==> config.mk <==
export PLATFORM = sky130hd
export DESIGN_NAME = cct_xyz_scheduler
export DESIGN_NICKNAME = d
export VERILOG_FILES = /design/src/rtl/cct_xyz_scheduler.sv
export SDC_FILE = /design/constraint.sdc
export NUM_CORES = 1
export LEC_CHECK = 0
export CORE_UTILIZATION = 50
export CTS_BUF_LIST = sky130_fd_sc_hd__clkbuf_8 sky130_fd_sc_hd__clkbuf_16
export DETAILED_ROUTE_END_ITERATION = 10
export PLACE_DENSITY = 0.87
export SLEW_MARGIN = 20
export SYNTH_ARGS = -nofsm -noshare
export SYNTH_HDL_FRONTEND = slang
export SYNTH_SLANG_ARGS = --single-unit
==> constraint.sdc <==
create_clock -name clk -period 9.5 [get_ports clk]
set_input_delay 1.425 -clock clk [delete_from_list [all_inputs] [get_ports clk]]
set_output_delay 1.425 -clock clk [all_outputs]
set_load 0.005 [all_outputs]
==> src/rtl/cct_xyz_scheduler.sv <==
// cct_xyz_scheduler: round-robin front end that shares one CCT-to-XYZ converter
// among NUM_REQ requesters, with CCT clamping, a one-entry result cache and a
// conversion timeout.
//   clk, rst            : clock, asynchronous active-high reset
//   req_valid/req_cct   : per-requester request and packed 16-bit CCTs
//   req_ready           : one-hot accept of the round-robin winner (IDLE only)
//   cache_flush         : invalidates the cached result
//   conv_cct_out/valid  : clamped CCT and one-cycle launch pulse to converter
//   conv_xyz_*/valid    : converter Q16.16 result and strobe
//   rsp_valid           : one-hot one-cycle response strobe
//   rsp_xyz_*           : registered response data
//   rsp_timeout         : response carries an aborted conversion
//   busy                : high whenever not idle
module cct_xyz_scheduler #(
   parameter int NUM_REQ = 3,
   parameter int TIMEOUT = 64,
   parameter int CCT_MIN = 3000,
   parameter int CCT_MAX = 8000
) (
   input  logic                  clk,
   input  logic                  rst,
   input  logic [NUM_REQ-1:0]    req_valid,
   input  logic [NUM_REQ*16-1:0] req_cct,
   output logic [NUM_REQ-1:0]    req_ready,
   input  logic                  cache_flush,
   output logic [15:0]           conv_cct_out,
   output logic                  conv_cct_valid,
   input  logic [31:0]           conv_xyz_x,
   input  logic [31:0]           conv_xyz_y,
   input  logic [31:0]           conv_xyz_z,
   input  logic                  conv_xyz_valid,
   output logic [NUM_REQ-1:0]    rsp_valid,
   output logic [31:0]           rsp_xyz_x,
   output logic [31:0]           rsp_xyz_y,
   output logic [31:0]           rsp_xyz_z,
   output logic                  rsp_timeout,
   output logic                  busy
);
   localparam int LW = (NUM_REQ > 1) ? $clog2(NUM_REQ) : 1;
   localparam int CW = $clog2(TIMEOUT) + 1;

   typedef enum logic [2:0] {S_IDLE, S_LOOKUP, S_ISSUE, S_WAIT, S_RESP} state_t;

   state_t        r_state, w_next;
   logic [LW-1:0] r_last, r_g, w_grant, w_idx;
   logic          w_found, w_hit, w_expire;
   logic [15:0]   w_sel, w_clamp, r_cct, r_cache_cct, r_conv_cct;
   logic          r_cache_valid, r_to;
   logic [31:0]   r_cache_x, r_cache_y, r_cache_z, r_x, r_y, r_z;
   logic [CW-1:0] r_cnt;

   // Round-robin search starting just after the previous winner.
   always_comb begin
      w_found = 1'b0;
      w_grant = '0;
      w_idx   = '0;
      for (int k = 1; k <= NUM_REQ; k++) begin
         w_idx = LW'((int'(r_last) + k) % NUM_REQ);
         if (!w_found && req_valid[w_idx]) begin
            w_found = 1'b1;
            w_grant = w_idx;
         end
      end
   end

   assign w_sel    = req_cct[{w_grant, 4'b0000} +: 16];
   assign w_clamp  = (w_sel < 16'(CCT_MIN)) ? 16'(CCT_MIN) :
                     (w_sel > 16'(CCT_MAX)) ? 16'(CCT_MAX) : w_sel;
   // A flush in the lookup cycle must force a miss.
   assign w_hit    = r_cache_valid && !cache_flush && (r_cct == r_cache_cct);
   assign w_expire = (r_cnt == CW'(TIMEOUT - 1));

   always_comb begin
      w_next = r_state;
      case (r_state)
         S_IDLE:   w_next = w_found ? S_LOOKUP : S_IDLE;
         S_LOOKUP: w_next = w_hit ? S_RESP : S_ISSUE;
         S_ISSUE:  w_next = S_WAIT;
         S_WAIT:   w_next = (conv_xyz_valid || w_expire) ? S_RESP : S_WAIT;
         default:  w_next = S_IDLE;
      endcase
   end

   always_ff @(posedge clk or posedge rst) begin
      if (rst) r_state <= S_IDLE;
      else     r_state <= w_next;
   end

   always_ff @(posedge clk or posedge rst) begin
      if (rst) begin
         r_last        <= LW'(NUM_REQ - 1);
         r_g           <= '0;
         r_cct         <= '0;
         r_conv_cct    <= '0;
         r_cache_valid <= 1'b0;
         r_cache_cct   <= '0;
         r_cache_x     <= '0;
         r_cache_y     <= '0;
         r_cache_z     <= '0;
         r_x           <= '0;
         r_y           <= '0;
         r_z           <= '0;
         r_to          <= 1'b0;
         r_cnt         <= '0;
      end else begin
         if (r_state == S_IDLE && w_found) begin
            r_g    <= w_grant;
            r_cct  <= w_clamp;
            r_last <= w_grant;
         end
         if (r_state == S_LOOKUP && w_hit) begin
            r_x  <= r_cache_x;
            r_y  <= r_cache_y;
            r_z  <= r_cache_z;
            r_to <= 1'b0;
         end
         // Loaded one cycle early so the CCT is already stable during the launch pulse.
         if (r_state == S_LOOKUP && !w_hit) r_conv_cct <= r_cct;
         if (r_state == S_ISSUE) r_cnt <= '0;
         if (r_state == S_WAIT) begin
            r_cnt <= r_cnt + CW'(1);
            if (conv_xyz_valid) begin
               r_x           <= conv_xyz_x;
               r_y           <= conv_xyz_y;
               r_z           <= conv_xyz_z;
               r_to          <= 1'b0;
               r_cache_x     <= conv_xyz_x;
               r_cache_y     <= conv_xyz_y;
               r_cache_z     <= conv_xyz_z;
               r_cache_cct   <= r_cct;
               r_cache_valid <= 1'b1;
            end else if (w_expire) begin
               r_x           <= '0;
               r_y           <= '0;
               r_z           <= '0;
               r_to          <= 1'b1;
               r_cache_valid <= 1'b0;
            end
         end
         // Flush overrides a fill in the same cycle.
         if (cache_flush) r_cache_valid <= 1'b0;
      end
   end

   assign req_ready      = (r_state == S_IDLE && w_found) ? (NUM_REQ'(1) << w_grant) : '0;
   assign rsp_valid      = (r_state == S_RESP) ? (NUM_REQ'(1) << r_g) : '0;
   assign conv_cct_valid = (r_state == S_ISSUE);
   assign conv_cct_out   = r_conv_cct;
   assign rsp_xyz_x      = r_x;
   assign rsp_xyz_y      = r_y;
   assign rsp_xyz_z      = r_z;
   assign rsp_timeout    = r_to;
   assign busy           = (r_state != S_IDLE);
endmodule

==> load_flow_metrics.sql, run 1 <==
INSERT INTO impl_metrics (metric_group, metric, value, unit) VALUES
('layout', 'seqCellArea', '6382', 'µm²'),
('global_routing', 'grt_antenna_before_repair', '1', ''),
('worst_setup_path', 'start_kind', 'input pin', ''),
('die', 'vert_die_dim', '150.3', 'µm'),
('layout', 'ratio_of_cells_with_drive_above_1_in_the_final_layout', '6.559', '%'),
('power', 'cell_internal_pwr', '3.085', 'mW'),
('cts', 'clock_tree_root_buffer_cell', 'sky130_fd_sc_hd__clkbuf_16', ''),
('cts', 'clock_tree.htree_level_count', '1', ''),
('synthesis', 'edff_count_synth', '0', ''),
('global_routing', 'global_route_wire_length_before_repair', '45.10', 'mm'),
('worst_setup_path', 'largest_stage_delay_on_the_critical_path', '790', 'ps'),
('routing', 'routed-via-count', '8808', ''),
('synthesis', 'synth_cells', '1091', ''),
('worst_setup_path', 'critPathArrivalTime', '4240', 'ps'),
('outcome', 'outcome', 'complete, no violations', ''),
('hold_path', 'holdPathEnd', 'r_cache_z[11]', ''),
('power', 'net-switching-power', '1.520', 'mW'),
('die', 'ioPinCount', '272', ''),
('die', 'die_w', '150.3', 'µm'),
('cts', 'hold_buffers', '0', ''),
('sta', 'hold_violations', '0', ''),
('routing', 'avgViaCountPerCell', '5.387', ''),
('sta', 'drv_slew', '0', ''),
('power', 'irDropWorstVdd', '0.1512', 'mV'),
('worst_setup_path', 'worst_r2r_endpoint', 'r_cct[9]', ''),
('synthesis', 'yosysTopAreaCellShare', '57.80', '%'),
('die', 'core-area', '21290', 'µm²'),
('worst_setup_path', 'worst_setup_path_class', 'input pin to output port', ''),
('worst_setup_path', 'crit_required', '8080', 'ps'),
('synthesis', 'post_synth_net_total', '1247', ''),
('hold_path', 'hold_path_class', 'flip-flop to flip-flop', ''),
('die', 'core.rowCount', '53', ''),
('cts', 'cts_tree', 'built', ''),
('worst_setup_path', 'crit_path_cell_trace', 'clkdlybuf4s50_1 > nor2b_1 > nor3_1 > a21oi_1 > a21o_1 > buf_4 > nor3_1 > clkdlybuf4s50_1', ''),
('die', 'initial_core_util', '51.66', '%'),
('sta', 'fin_tns_setup', '0', 'ps'),
('sta', 'rsz0062_at_grt', 'false', ''),
('worst_setup_path', 'r2r_setup_slack', '5410', 'ps'),
('power', 'power.sequential.fraction', '39.3', '%'),
('power', 'sw_frac_of_total', '33.01', '%'),
('sta', 'max_slew_margin', '24.83', '%'),
('cts', 'clkTransAtPathRegs', '60', 'ps'),
('cts', 'cts_repair_resize_count', '0', ''),
('synthesis', 'async_flop_share', '100.0', '%'),
('layout', 'syn_to_final_growth', '35.27', '%'),
('cts', 'clkSinkCount', '255', ''),
('cts', 'post_cts_buffers', '0', ''),
('power', 'power_leakage', '7.539', 'nW'),
('synthesis', 'yosys_warnings', '0', ''),
('synthesis', 'ys.flop_type', 'sky130_fd_sc_hd__dfrtp_1', ''),
('die', 'total_die_area', '22590', 'µm²'),
('global_routing', 'first_global_vias', '8931', ''),
('hold_path', 'hp-start', 'r_cache_z[11]', ''),
('place', 'buffers_added_on_ports', '271', ''),
('power', 'clock_network_fraction_of_design_power', '24.5', '%'),
('cts', 'cts_inserted_buffers', '26', ''),
('routing', 'ant_nets', '0', ''),
('power', 'combPwrFrac', '36.3', '%'),
('worst_setup_path', 'reg2reg_from', 'r_last[1]', ''),
('sta', 'final-setup-viol-count', '0', ''),
('layout', 'most-common-layout-cells', '375 x sky130_fd_sc_hd__nand2_1, 271 x sky130_fd_sc_hd__clkdlybuf4s50_1, 254 x sky130_fd_sc_hd__dfrtp_1', ''),
('routing', 'firstDrtPassIters', '5', ''),
('flow_run', 'timing.max_cap.violations', '0', ''),
('worst_setup_path', 'path_max_fanout', '32', ''),
('synthesis', 'yosys.cell_types.count', '60', ''),
('power', 'power.density', '309.6', 'nW/µm²'),
('sta', 'clk_skew', '15.12', 'ps'),
('layout', 'post-route-cell-area', '14880', 'µm²'),
('worst_setup_path', 'worst_path_max_delay_cell', 'sky130_fd_sc_hd__nor3_1', ''),
('layout', 'leading_cell_type_in_the_layout_fill_and_taps_excluded', 'sky130_fd_sc_hd__nand2_1', ''),
('layout', 'final_net_count', '1493', '');
-- critical path: cells and delay by family --
family,cells,cell delay [ps]
and+or+nand+nor,3,1210
AOI/OAI and AO/OA,2,290
buffers and inverters,3,1310
-- per-layer routing --
metal,track usage (%),part of all wire (%),vias to the layer above
li1,-,-,4144
met2,42.30,49,285
met5,0,0,-
met1,31.83,42,4306
met4,10.66,4.4,0
met3,4.030,5.1,73
-- stage by stage --
stage	setup WS, ps	power [mW]	std cells	hold slack (ps)	util [%]
after floorplan	1063	2.689	1091	445.1	-
after global placement	3988	3.386	1584	455.8	65.25
after detailed placement	3915	3.478	1584	461.1	65.25
after CTS	3894	4.632	1632	476.0	69.83
after global routing	3647	4.896	1633	485.6	69.86
final	3834	4.605	1635	470.6	69.88
-- cells in the mapped netlist, drive strengths merged, types with 4 or more instances --
cell / n
nand3: 18
xnor2: 11
mux2i: 105
nor2: 14
a31oi: 4
and2: 5
o31ai: 4
o21ai: 123
a21oi: 10
dfrtp: 254
nor2b: 5
nand2b: 5
nand2: 377
clkbuf: 45
buf: 16
nor3: 8
a21o: 6
ha: 5
mux2: 16
xor2: 5
inv: 11
-- worst max-delay path by stage --
| stage | from | end | slack [ps] |
|---|---|---|---|
| 2_1_floorplan | rst | conv_cct_out[0] | 1060 |
| 3_3_place_gp | req_valid[1] | req_ready[1] | 3990 |
| 3_5_place_dp | req_valid[1] | req_ready[1] | 3920 |
| 4_1_cts | req_valid[1] | req_ready[1] | 3890 |
| 5_1_grt | req_valid[1] | req_ready[1] | 3650 |
| 6_report | req_valid[1] | req_ready[1] | 3830 |
-- power groups by stage --
stage	Combinational (mW)	Clock, mW	Sequential, mW
after global routing	1.85	1.19	1.86
after detailed placement	1.66	0	1.82
after CTS	1.68	1.14	1.81
final	1.67	1.13	1.81
after floorplan	0.911	0	1.78
after global placement	1.59	0	1.79
-- area by class of cell --
class,instances,share of cell area (%)
flip-flops and latches,255,42.91
multi-input cells,764,29.19
repair buffers,279,18.66
clock buffers,35,5.282
well taps,275,2.313
clock inverters,13,1.270
inverters,11,0.3280
diodes,3,0.05047
-- cells by family after synthesis --
kind of cell / share of synthesized area [%]
xor+xnor: 1.274
mux: 11.20
fa+ha+maj: 0.5689
buf+inv: 2.685
compound gates: 9.557
flops: 58.04
simple gates: 16.68
-- sequential cells by signal, indices dropped and copies added, names as in the netlist, 7 cells and up --
register,flops
r_cache_x,32
r_cache_y,32
r_cache_z,32
rsp_xyz_x,32
rsp_xyz_y,32
rsp_xyz_z,32
conv_cct_out,16
r_cache_cct,16
r_cct,16
r_cnt,7
No activity file was read; power rests on OpenSTA's default activity.
==> run 2, diff against run 1 <==
==> constraint.sdc (replaced) <==
create_clock -name clk -period 5.87 [get_ports clk]
set_input_delay 0.8805 -clock clk [delete_from_list [all_inputs] [get_ports clk]]
set_output_delay 0.8805 -clock clk [all_outputs]
set_load 0.005 [all_outputs]
==> run 2 against run 1 <==
Combinational power up 62%. Critical endpoint unchanged. Non-clock buffer count up 2. Sequential cell count unchanged. Final cell count grew 0.24%. Via count grew 1.1%. Routed wire length is 0.34% higher. Worst setup slack got worse by 2400 ps. Critical path depth increased by 2. Utilization decreased by 0.46 points. Total power up 58%.
==> load_flow_metrics.sql, run 2 (synthesis results as in run 1) <==
INSERT INTO impl_metrics (metric_group, metric, value, unit) VALUES
('worst_setup_path', 'timing.critical_path.buf_inv', '5', ''),
('sta', 'fmax', '0.2279', 'GHz'),
('global_routing', 'use_met2', '41.38', '%'),
('sta', 'fin_tns_setup', '0', 'ps'),
('power', 'irDropWorstVdd', '0.3104', 'mV'),
('cts', 'clkTransAtPathRegs', '60', 'ps'),
('cts', 'clock_tree_root_buffer_cell', 'sky130_fd_sc_hd__clkbuf_16', ''),
('cts', 'hold_buffers', '0', ''),
('place', 'dp_hpwl', '18.45', 'mm'),
('place', 'finalWeightedCongestion', '0.9094', ''),
('routing', 'routed_wl', '28.41', 'mm'),
('die', 'core-area', '21290', 'µm²'),
('routing', 'routedWlPerCell', '17.33', 'µm'),
('outcome', 'outcome', 'complete, no violations', ''),
('global_routing', 'global_route_wire_length_before_repair', '44.74', 'mm'),
('layout', 'final_net_count', '1495', ''),
('layout', 'seqCellArea', '6382', 'µm²'),
('worst_setup_path', 'start_kind', 'flip-flop', ''),
('routing', 'ant_nets', '0', ''),
('layout', 'most-common-layout-cells', '375 x sky130_fd_sc_hd__nand2_1, 271 x sky130_fd_sc_hd__clkdlybuf4s50_1, 254 x sky130_fd_sc_hd__dfrtp_1', ''),
('sta', 'tightest_slew', '981.0', 'ps'),
('worst_setup_path', 'timing.critical_path.max_delay_family', 'buffers and inverters', ''),
('layout', 'final.fill_count', '1518', ''),
('sta', 'hold_violations', '0', ''),
('global_routing', 'grt.busiest_layer', 'met2', ''),
('global_routing', 'first_global_vias', '8934', ''),
('routing', 'count_of_unresolved_drc_violations_after_routing', '0', ''),
('layout', 'multi_input_area', '4342', 'µm²'),
('die', 'total_die_area', '22590', 'µm²'),
('sta', 'final-setup-viol-count', '0', ''),
('sta', 'clk_skew', '11.52', 'ps'),
('die', 'die_w', '150.3', 'µm'),
('die', 'ioPinCount', '272', ''),
('cts', 'cts_tree', 'built', ''),
('sta', 'drv_slew', '0', ''),
('cts', 'clock_tree.htree_level_count', '1', ''),
('routing', 'avgViaCountPerCell', '5.432', ''),
('global_routing', 'grt_max_degree', '146', ''),
('cts', 'post_cts_buffers', '0', ''),
('sta', 'rsz0062_at_grt', 'false', ''),
('cts', 'clkSinkCount', '255', ''),
('layout', 'leading_cell_type_in_the_layout_fill_and_taps_excluded', 'sky130_fd_sc_hd__nand2_1', ''),
('layout', 'ratio_of_cells_with_drive_above_1_in_the_final_layout', '6.475', '%'),
('cts', 'cts_buffer_depth', '3', ''),
('layout', 'syn_to_final_growth', '34.37', '%'),
('routing', 'first_iter_violations', '519', ''),
('worst_setup_path', 'path_max_fanout', '32', ''),
('sta', 'post-route-min-period', '4388', 'ps'),
('global_routing', 'total_gr_overflow', '0', ''),
('die', 'core.rowCount', '53', ''),
('die', 'initial_core_util', '51.66', '%'),
('hold_path', 'hold_path_class', 'flip-flop to flip-flop', ''),
('worst_setup_path', 'critPathArrivalTime', '3510', 'ps'),
('worst_setup_path', 'crit_path_cell_trace', 'inv_1 > ha_1 > inv_1 > nor3_1 > buf_4 > a21oi_1 > a21o_1 > buf_4 > nor3_1 > clkdlybuf4s50_1', ''),
('sta', 'layout_worst_path_cycle_share', '74.75', '%'),
('worst_setup_path', 'worst_path_max_delay_cell', 'sky130_fd_sc_hd__dfstp_2', ''),
('die', 'vert_die_dim', '150.3', 'µm'),
('global_routing', 'gr_layer_usage_met1', '31.78', '%'),
('global_routing', 'globalRouteTotalUtil', '24.97', '%'),
('routing', 'firstDrtPassIters', '5', ''),
('cts', 'insertion_delay', '520', 'ps'),
('worst_setup_path', 'worst_setup_path_class', 'flip-flop to output port', ''),
('worst_setup_path', 'largest_stage_delay_on_the_critical_path', '560', 'ps'),
('sta', 'max_slew_margin', '34.60', '%'),
('worst_setup_path', 'setup.worst_path.end_class', 'output port', ''),
('routing', 'routed-via-count', '8903', ''),
('cts', 'cts_repair_resize_count', '0', ''),
('power', 'power_leakage', '7.506', 'nW'),
('cts', 'cts_inserted_buffers', '26', ''),
('power', 'power.density', '491.5', 'nW/µm²'),
('global_routing', 'grt.met3_usage', '3.818', '%'),
('worst_setup_path', 'crit_required', '4990', 'ps'),
('flow_run', 'timing.max_cap.violations', '0', ''),
('place', 'buffers_added_on_ports', '271', ''),
('global_routing', 'grt_antenna_before_repair', '3', ''),
('power', 'power.total', '7.263', 'mW');
-- run 2: power breakdown --
group          total [mW]  switching (mW)  internal, mW
clock network        1.62           0.667         0.950
registers            2.93           0.446          2.49
logic                2.71            1.35          1.36
total                7.26            2.47          4.80
-- run 2: per-layer routing --
metal / vias to the layer above / wire length [µm]
met5: - / 0
met3: 88 / 1687
li1: 4147 / -
met2: 318 / 13860
met1: 4350 / 11460
met4: 0 / 1403
-- run 2: final timing paths --
| check | startpoint | end | slack [ps] | cells after the start |
|---|---|---|---|---|
| worst max-delay path | r_last[1] | req_ready[1] | 1480 | 10 |
| worst min-delay path | r_cache_x[15] | r_cache_x[15] | 470 | 2 |
| worst max register to register | r_last[1] | r_cct[9] | 2080 | 11 |
| worst min register to register | r_cache_x[15] | r_cache_x[15] | 470 | 2 |
| max in group asynchronous | rst | rsp_xyz_x[8] | 3630 | 3 |
| min in group asynchronous | rst | rsp_xyz_z[7] | 850 | 2 |
-- run 2: worst register-to-register path: cells and delay by family (launching register included) --
family                   cells  cell delay (ps)
flip-flops                   1              560
adder cells (fa/ha/maj)      1              450
buffers and inverters        2              250
AND/OR/NAND/NOR              2              330
AO/OA/AOI/OAI                6             2050
-- run 2: stage by stage --
| stage | hold WS [ps] | area [µm²] | setup WS, ps | util (%) | instances |
|---|---|---|---|---|---|
| finish | 473.5 | 14780 | 1482 | 69.42 | 1639 |
| global route | 487.2 | 14770 | 1240 | 69.39 | 1637 |
| CTS | 475.9 | 14760 | 1489 | 69.36 | 1634 |
| detailed placement | 461.1 | 13910 | 1615 | 65.36 | 1586 |
| global placement | 455.6 | 13910 | 1760 | 65.36 | 1586 |
| floorplan | 445.1 | 11000 | 1633 | - | 1091 |
-- run 2: cell type report --
class / count / area share, %
sequential: 255 / 43.19
tap: 275 / 2.329
antenna: 5 / 0.08467
multi-input combinational: 764 / 29.38
timing repair buffer: 281 / 18.95
clock inverter: 15 / 0.6266
inverter: 11 / 0.3048
clock buffer: 33 / 5.131
==> run 3, diff against run 2 <==
==> constraint.sdc (replaced) <==
create_clock -name clk -period 4.04 [get_ports clk]
set_input_delay 0.606 -clock clk [delete_from_list [all_inputs] [get_ports clk]]
set_output_delay 0.606 -clock clk [all_outputs]
set_load 0.005 [all_outputs]
==> run 3 against run 2 <==
Sequential share of layout area decreased by 0.31 points. Combinational power up 48%. Clock-buffer cell count stayed put. Sequential cell count unchanged. Utilization increased by 0.51 points. Total power up 47%. Hold slack about the same. Final cell count shrank 0.18%. Highest routed layer unchanged.
==> load_flow_metrics.sql, run 3 (synthesis results as in run 1) <==
INSERT INTO impl_metrics (metric_group, metric, value, unit) VALUES
('cts', 'clock_tree.htree_level_count', '1', ''),
('sta', 'rsz0062_at_grt', 'false', ''),
('sta', 'final-setup-viol-count', '0', ''),
('worst_setup_path', 'worst_path_max_delay_cell', 'sky130_fd_sc_hd__a211oi_1', ''),
('cts', 'hold_buffers', '0', ''),
('sta', 'max_slew_margin', '41.33', '%'),
('die', 'initial_core_util', '51.66', '%'),
('power', 'cell_internal_pwr', '7.072', 'mW'),
('routing', 'firstDrtPassIters', '5', ''),
('worst_setup_path', 'critPathArrivalTime', '3190', 'ps'),
('worst_setup_path', 'path_max_fanout', '12', ''),
('routing', 'routed_wl', '28.60', 'mm'),
('routing', 'ant_nets', '0', ''),
('cts', 'insertion_delay', '520', 'ps'),
('global_routing', 'global_route_wire_length_before_repair', '45.52', 'mm'),
('routing', 'first_iter_violations', '470', ''),
('worst_setup_path', 'largest_stage_delay_on_the_critical_path', '620', 'ps'),
('sta', 'fin_tns_setup', '0', 'ps'),
('layout', 'syn_to_final_growth', '35.35', '%'),
('power', 'combPwrFrac', '37.5', '%'),
('power', 'net-switching-power', '3.591', 'mW'),
('cts', 'cts_tree', 'built', ''),
('die', 'ioPinCount', '272', ''),
('flow_run', 'timing.max_cap.violations', '0', ''),
('worst_setup_path', 'timing.critical_path.buf_inv', '3', ''),
('worst_setup_path', 'crit_path_cell_trace', 'inv_1 > ha_4 > nor2b_1 > nor3_1 > buf_4 > a211oi_1 > nor3_2 > clkdlybuf4s50_1', ''),
('cts', 'cts_buffer_depth', '3', ''),
('cts', 'cts_inserted_buffers', '26', ''),
('cts', 'cts_repair_resize_count', '0', ''),
('routing', 'routed-via-count', '8867', ''),
('worst_setup_path', 'start_kind', 'flip-flop', ''),
('sta', 'hold_violations', '0', ''),
('power', 'clock_network_fraction_of_design_power', '22.5', '%'),
('routing', 'avgViaCountPerCell', '5.420', ''),
('place', 'buffers_added_on_ports', '271', ''),
('power', 'power_leakage', '7.544', 'nW'),
('layout', 'final_net_count', '1497', ''),
('cts', 'post_cts_buffers', '0', ''),
('layout', 'most-common-layout-cells', '375 x sky130_fd_sc_hd__nand2_1, 271 x sky130_fd_sc_hd__clkdlybuf4s50_1, 254 x sky130_fd_sc_hd__dfrtp_1', ''),
('die', 'vert_die_dim', '150.3', 'µm'),
('cts', 'clock_tree_root_buffer_cell', 'sky130_fd_sc_hd__clkbuf_16', ''),
('place', 'placed_cells_incl_taps', '1588', ''),
('sta', 'post-route-min-period', '3792', 'ps'),
('global_routing', 'first_global_vias', '9026', ''),
('worst_setup_path', 'setup.worst_path.end_class', 'output port', ''),
('power', 'irDropWorstVdd', '0.4019', 'mV'),
('routing', 'routedWlPerCell', '17.48', 'µm'),
('routing', 'count_of_unresolved_drc_violations_after_routing', '0', ''),
('global_routing', 'grt_antenna_before_repair', '0', ''),
('cts', 'clkTransAtPathRegs', '60', 'ps'),
('outcome', 'outcome', 'complete, no violations', ''),
('layout', 'ratio_of_cells_with_drive_above_1_in_the_final_layout', '6.691', '%'),
('sta', 'tightest_slew', '877.6', 'ps'),
('layout', 'leading_cell_type_in_the_layout_fill_and_taps_excluded', 'sky130_fd_sc_hd__nand2_1', ''),
('sta', 'layout_worst_path_cycle_share', '93.85', '%'),
('power', 'power.sequential.fraction', '40.0', '%'),
('power', 'sw_frac_of_total', '33.68', '%'),
('sta', 'fmax', '0.2637', 'GHz'),
('global_routing', 'total_gr_overflow', '0', ''),
('die', 'die_w', '150.3', 'µm'),
('worst_setup_path', 'worst_setup_path_class', 'flip-flop to output port', ''),
('worst_setup_path', 'crit_required', '3430', 'ps'),
('global_routing', 'globalRouteTotalUtil', '25.37', '%'),
('sta', 'clk_skew', '10.57', 'ps'),
('die', 'core.rowCount', '53', ''),
('cts', 'clkSinkCount', '255', ''),
('die', 'core-area', '21290', 'µm²'),
('hold_path', 'hold_path_class', 'flip-flop to flip-flop', ''),
('sta', 'drv_slew', '0', ''),
('global_routing', 'grt_max_degree', '162', ''),
('power', 'power.density', '716.4', 'nW/µm²'),
('die', 'total_die_area', '22590', 'µm²'),
('worst_setup_path', 'timing.critical_path.max_delay_family', 'buffers and inverters', ''),
('place', 'finalWeightedCongestion', '0.8758', ''),
('place', 'dp_hpwl', '19.16', 'mm'),
('layout', 'layoutNonFillerInstCount', '1636', '');
-- run 3: changes by cell type in the layout (fill, tap and decap cells not counted), moves of 3 or more --
cell / previous run / this run
sky130_fd_sc_hd__buf_12: 1 / 6
sky130_fd_sc_hd__clkinv_2: 8 / 4
sky130_fd_sc_hd__diode_2: 5 / 1
sky130_fd_sc_hd__buf_4: 9 / 6
-- run 3: path summary, 6_finish.rpt --
kind | from | end | slack, ps | cells past startpoint
hold / removal | r_cache_z[0] | r_cache_z[0] | 470 | 2
min in group asynchronous | rst | r_cache_z[4] | 600 | 3
hold reg to reg | r_cache_z[0] | r_cache_z[0] | 470 | 2
setup / recovery | r_last[1] | req_ready[1] | 250 | 8
max in group asynchronous | rst | rsp_xyz_x[10] | 2690 | 3
setup reg to reg | r_last[1] | r_cct[0] | 420 | 12
-- run 3: per-stage QoR --
step	total power [mW]	hold WS [ps]	util, %	setup slack [ps]	instance area (µm²)
after global routing	11.36	496.3	69.91	81.01	14880
after global placement	8.033	455.8	65.73	336.2	13990
after floorplan	6.324	445.1	-	77.18	11000
after detailed placement	8.257	461.2	65.73	288.9	13990
after CTS	10.71	475.8	69.82	25.72	14860
final	10.66	473.1	69.92	248.3	14880
-- run 3: tightest hold or removal path, stage by stage (launching register included) --
cell	delay [ps]
sky130_fd_sc_hd__dfrtp_1	340
sky130_fd_sc_hd__nand2_1	50
sky130_fd_sc_hd__nand2_1	60
-- run 3: layout make-up --
cell class	instances	area, µm²
inverters	11	45.04
clock buffers	33	758.2
fillers	1517	6402
diodes	1	2.502
well taps	275	344.1
flip-flops and latches	255	6382
multi-input cells	764	4360
clock inverters	14	113.9
repair buffers	283	2878
-- run 3: layer usage --
| metal | global-route usage (%) | routed length [µm] | vias to the layer above | part of all wire (%) |
|---|---|---|---|---|
| li1 | - | - | 4146 | - |
| met3 | 3.727 | 1400 | 66 | 4.9 |
| met5 | 0 | 0 | - | 0 |
| met4 | 10.15 | 1069 | 0 | 3.7 |
| met1 | 31.56 | 11710 | 4387 | 41 |
| met2 | 44.29 | 14410 | 268 | 50 |
-- run 3: power by group through the flow --
stage	combinational (mW)	sequential, mW	clock (mW)
after floorplan	2.14	4.18	0
after global placement	3.82	4.21	0
after detailed placement	3.97	4.29	0
after CTS	4.01	4.26	2.44
after global routing	4.43	4.38	2.54
final	4.00	4.27	2.40
